==> config.mk <==
export PLATFORM = sky130hd
export DESIGN_NAME = eth_pixel_rx_parser
export DESIGN_NICKNAME = d
export VERILOG_FILES = /design/src/rtl/eth_pixel_rx_parser.sv
export SDC_FILE = /design/constraint.sdc
export NUM_CORES = 1
export LEC_CHECK = 0
export BUFFER_PORTS_ARGS = -buffer_cell sky130_fd_sc_hd__buf_2
export CAP_MARGIN = 20
export CORE_MARGIN = 2
export CORE_UTILIZATION = 37
export DETAILED_ROUTE_END_ITERATION = 7
export PLACE_DENSITY = 0.66
export RECOVER_POWER = 50
export SKIP_CTS_REPAIR_TIMING = 1
export SYNTH_ARGS = -nofsm -noshare
export SYNTH_HDL_FRONTEND = slang
export SYNTH_SLANG_ARGS = --single-unit
export TNS_END_PERCENT = 100
==> constraint.sdc <==
create_clock -name clk -period 3.15 [get_ports clk]
set_input_delay 0.4725 -clock clk [delete_from_list [all_inputs] [get_ports clk]]
set_output_delay 0.4725 -clock clk [all_outputs]
set_load 0.005 [all_outputs]
==> src/rtl/eth_pixel_rx_parser.sv <==
// Receive-domain byte parser: preamble/SFD check, 8-byte pixel header extraction,
// and payload packing into 32-bit pixel words with error flagging.
module eth_pixel_rx_parser #(
    parameter logic [15:0] MAX_PIX = 16'd1024,
    parameter logic [15:0] RSV_TAG = 16'h0888
) (
    input  logic        clk,
    input  logic        rst_n,
    input  logic        gmii_rx_dv,
    input  logic [7:0]  gmii_rxd,
    output logic        hdr_valid,
    output logic [15:0] row,
    output logic [15:0] col,
    output logic [15:0] pix_len,
    output logic        pix_valid,
    output logic [31:0] pix_data,
    output logic        pkt_done,
    output logic        pkt_err,
    output logic [1:0]  err_code
);

    localparam logic [2:0] IDLE  = 3'd0;
    localparam logic [2:0] PRE   = 3'd1;
    localparam logic [2:0] HDR   = 3'd2;
    localparam logic [2:0] PAY   = 3'd3;
    localparam logic [2:0] DRAIN = 3'd4;

    localparam logic [1:0] ERR_PRE   = 2'd1;
    localparam logic [1:0] ERR_HDR   = 2'd2;
    localparam logic [1:0] ERR_TRUNC = 2'd3;

    logic [2:0]  state;
    logic [2:0]  pre_cnt;
    logic [2:0]  byte_cnt;
    logic [15:0] word_cnt;
    logic [1:0]  biw;
    logic [55:0] hdr_sr;
    logic [23:0] word_sr;

    // Fields of the completed header as seen while the last header byte is on the bus.
    logic [15:0] h_row, h_col, h_len, h_rsv;
    assign h_row = hdr_sr[55:40];
    assign h_col = hdr_sr[39:24];
    assign h_len = hdr_sr[23:8];
    assign h_rsv = {hdr_sr[7:0], gmii_rxd};

    always_ff @(posedge clk or negedge rst_n) begin
        if (!rst_n) begin
            state     <= IDLE;
            pre_cnt   <= '0;
            byte_cnt  <= '0;
            word_cnt  <= '0;
            biw       <= '0;
            hdr_sr    <= '0;
            word_sr   <= '0;
            hdr_valid <= 1'b0;
            row       <= '0;
            col       <= '0;
            pix_len   <= '0;
            pix_valid <= 1'b0;
            pix_data  <= '0;
            pkt_done  <= 1'b0;
            pkt_err   <= 1'b0;
            err_code  <= '0;
        end else begin
            hdr_valid <= 1'b0;
            pix_valid <= 1'b0;
            pkt_done  <= 1'b0;
            pkt_err   <= 1'b0;
            case (state)
                IDLE: if (gmii_rx_dv) begin
                    if (gmii_rxd == 8'h55) begin
                        state   <= PRE;
                        pre_cnt <= 3'd1;
                    end else begin
                        state    <= DRAIN;
                        pkt_err  <= 1'b1;
                        err_code <= ERR_PRE;
                    end
                end
                PRE: if (!gmii_rx_dv) begin
                    state    <= IDLE;
                    pkt_err  <= 1'b1;
                    err_code <= ERR_TRUNC;
                end else if (gmii_rxd == 8'h55 && pre_cnt < 3'd7) begin
                    pre_cnt <= pre_cnt + 3'd1;
                end else if (gmii_rxd == 8'hD5 && pre_cnt == 3'd7) begin
                    state    <= HDR;
                    byte_cnt <= '0;
                end else begin
                    state    <= DRAIN;
                    pkt_err  <= 1'b1;
                    err_code <= ERR_PRE;
                end
                HDR: if (!gmii_rx_dv) begin
                    state    <= IDLE;
                    pkt_err  <= 1'b1;
                    err_code <= ERR_TRUNC;
                end else begin
                    hdr_sr   <= {hdr_sr[47:0], gmii_rxd};
                    byte_cnt <= byte_cnt + 3'd1;
                    if (byte_cnt == 3'd7) begin
                        if (h_rsv != RSV_TAG || h_len > MAX_PIX) begin
                            state    <= DRAIN;
                            pkt_err  <= 1'b1;
                            err_code <= ERR_HDR;
                        end else begin
                            hdr_valid <= 1'b1;
                            row       <= h_row;
                            col       <= h_col;
                            pix_len   <= h_len;
                            word_cnt  <= '0;
                            biw       <= '0;
                            if (h_len == 16'd0) begin
                                pkt_done <= 1'b1;
                                state    <= DRAIN;
                            end else begin
                                state <= PAY;
                            end
                        end
                    end
                end
                PAY: if (!gmii_rx_dv) begin
                    // a partially assembled word is simply dropped
                    state    <= IDLE;
                    pkt_err  <= 1'b1;
                    err_code <= ERR_TRUNC;
                end else begin
                    word_sr <= {word_sr[15:0], gmii_rxd};
                    biw     <= biw + 2'd1;
                    if (biw == 2'd3) begin
                        pix_valid <= 1'b1;
                        pix_data  <= {word_sr, gmii_rxd};
                        word_cnt  <= word_cnt + 16'd1;
                        if (word_cnt == pix_len - 16'd1) begin
                            pkt_done <= 1'b1;
                            state    <= DRAIN;
                        end
                    end
                end
                DRAIN: if (!gmii_rx_dv) state <= IDLE;
                default: state <= IDLE;
            endcase
        end
    end

endmodule

==> impl_metrics.json <==
{
  "status": "finished with violations",
  "violations": "max-capacitance violations, max-slew violations",
  "finalHoldViolCount": 0,
  "critical_path.top_delay_family": "simple AND/OR/NAND/NOR gates",
  "grt_overflow_total": 0,
  "antenna_cells": 0,
  "netlist_instances": 796,
  "antenna_found_initial": 0,
  "critPathArrivalTime_ns": 3.28,
  "post-route-util_pct": 44.3,
  "powerDensity_nw_per_um2": 685,
  "tns_ns": 0,
  "die_h_microns": 154,
  "cts_tree": "yes",
  "ys.flop_type": "dfrtp_1",
  "syn_avg_cell_area_sq_um": 10.5,
  "core_sq_um": 22000,
  "fmax_mhz": 335,
  "vias_per_cell": 5.05,
  "cts_sinks": 193,
  "postLayoutCellArea_sq_um": 9730,
  "setup_viol": 0,
  "insertion_delay_ns": 0.44,
  "maxSlewHeadroom_pct": -28.4,
  "cts.clk_slew.worst_paths_ns": 0.08,
  "rsz0062_at_grt": "no",
  "worst_pin_slew_ns": 1.93,
  "dieWidth_microns": 154,
  "grt.total_usage_pct": 16.4,
  "clock_path_buffers": 2,
  "crit_chain": "inv_1 > ha_1 > or4b_1 > nor4_1 > xnor2_1 > nand2_1 > nor4b_1 > buf_4 > or2_1 > a32oi_2",
  "cp.required_ns": 3.45,
  "firstDrtPassIters": 4,
  "critPathMaxFanout": 7,
  "worstHoldPathType": "in2reg",
  "grt_max_degree": 78,
  "cts_buffers": 17,
  "fin_nets": 908,
  "cp-end-kind": "flop",
  "postPlaceCellArea_sq_um": 9180,
  "syn_nets": 814,
  "critPathKind": "reg2reg",
  "wl_microns": 18500,
  "crit_buf_inv": 2,
  "core.rowCount": 54,
  "period_share_pct": 94.6,
  "dr_total_vias": 5979,
  "ios": 97,
  "synth_edf_count": 0,
  "skew_ns": 0.0177,
  "total_power_uw": 6660,
  "port_buffers": 96,
  "cts_root_buffer": "clkbuf_16",
  "h-tree-depth": 4,
  "post-route-drc-count": 0,
  "ys_types": 57,
  "async_flop_share_pct": 100,
  "fin_crit_ns": 2.98,
  "slowest_delay_ns": 0.57,
  "p_leak_uw": 0.00497,
  "die_area_sq_um": 23800,
  "first_iter_violations": 346,
  "grt_pass1_vias": 5881,
  "initial_core_util_pct": 38.0,
  "synthesis.area_sq_um": 8350,
  "finalWeightedCongestion": 0.832,
  "ys_ff_latch": 193,
  "final_layout_size_suffix_gt1_share_pct": 24.1,
  "grt_pass1_wl_microns": 31100,
  "hpwlAfterDp_microns": 12800,
  "syn_to_final_growth_pct": 16.5,
  "ys_warn_count": 0,
  "worstSetupStartpointType": "flop",
  "maxCapViolations": 1,
  "seq_area_frac_synth_pct": 57.8,
  "drtAntennaViolNets": 0,
  "fillerInstances": 2031,
  "wire_per_inst_microns": 15.6,
  "ir_worst_vdd_mv": 0.345,
  "drv_slew": 77,
  "crit_slowest_cell": "or4b_1"
}
==> sequential cells by signal (all words and copies together), names as in the netlist, 2 cells and up <==
name / flops
biw: 2
byte_cnt: 3
col: 16
err_code: 2
hdr_sr: 56
pix_data: 32
pix_len: 16
pre_cnt: 3
row: 16
state: 3
word_cnt: 16
word_sr: 24
==> layout by cell type, fill, tap and decap left out, drive strengths merged, types with 4 or more instances in the layout <==
cell,netlist,routed
buf,9,89
nand2,253,253
nor3,10,10
dfrtp,193,193
nor4b,4,4
nor4,12,12
nand4b,4,4
or2,5,5
nand3,13,13
ha,7,7
clkinv,1,8
inv,9,16
clkbuf,28,40
and2,10,10
mux2,79,79
nor2,36,36
o21ai,24,24
a21oi,18,18
or4,4,4
xnor2,10,10
xor2,7,7
a31oi,15,15
==> synthesized netlist by cell type, drive strengths merged (10+ instances only) <==
cell type / count / area share, %
nand3: 13 / 0.78
nor4: 12 / 1.1
a21oi: 18 / 1.1
mux2: 79 / 11
clkbuf: 28 / 1.3
and2: 10 / 0.75
nor2: 36 / 1.8
o21ai: 24 / 1.4
nand2: 253 / 11
nor3: 10 / 0.60
xnor2: 10 / 1.0
a31oi: 15 / 1.1
dfrtp: 193 / 58
==> cell type report <==
cell class,instances,area [sq um],area share [%]
clock inverter,15,168,1.72
multi-input combinational,556,3320,34.1
clock buffer,17,425,4.37
tap,280,350,3.60
sequential,193,4830,49.6
timing repair buffer,112,607,6.23
inverter,10,37.5,0.386
==> logic make-up after synthesis <==
group	after synthesis	share of synthesized area [%]
AND/OR/NAND/NOR	369	19.7
flip-flops	193	57.8
multiplexers	82	11.0
AO/OA/AOI/OAI	81	6.13
buffers and inverters	47	2.50
XOR/XNOR	17	1.78
adder cells (fa/ha/maj)	7	1.05
==> worst paths after layout <==
path | from | endpoint | slack [ns] | depth (start not counted)
max in group asynchronous | rst_n | word_cnt[3] | 1.12 | 2
worst min-delay path | gmii_rxd[1] | pix_data[1] | 0.31 | 3
worst max register to register | pix_len[0] | state[1] | 0.17 | 10
worst min register to register | row[2] | row[2] | 0.46 | 2
worst max-delay path | pix_len[0] | state[1] | 0.17 | 10
min in group asynchronous | rst_n | word_sr[10] | 0.55 | 1
==> through the flow <==
step | setup slack, ns | hold slack [ns] | instances
3_3_place_gp | 0.379 | 0.447 | 1151
3_5_place_dp | 0.258 | 0.451 | 1151
2_1_floorplan | 0.669 | 0.177 | 796
6_report | 0.169 | 0.306 | 1183
5_1_grt | 0.0256 | 0.302 | 1183
4_1_cts | 0.215 | 0.0528 | 1183
==> per-layer routing <==
metal | vias to the layer above | global-route usage [%] | routed length [microns]
met5 | - | 0 | 0
met4 | 0 | 4.63 | 134
met3 | 10 | 3.17 | 617
met2 | 95 | 25.6 | 8650
met1 | 2961 | 23.5 | 9100
li1 | 2913 | - | -
==> where the power goes <==
group | leakage, uW | switching, uW | internal [uW] | total [uW]
clock network | 0.000286 | 1050 | 1070 | 2120
logic | 0.00210 | 494 | 590 | 1080
registers | 0.00258 | 457 | 3000 | 3460
total | 0.00497 | 2000 | 4660 | 6660
==> worst min-delay path, stage by stage <==
cell and delay, ns:
buf_2 0.13, nand2_1 0.06, nand2_1 0.05
No activity file was read; power rests on OpenSTA's default activity.
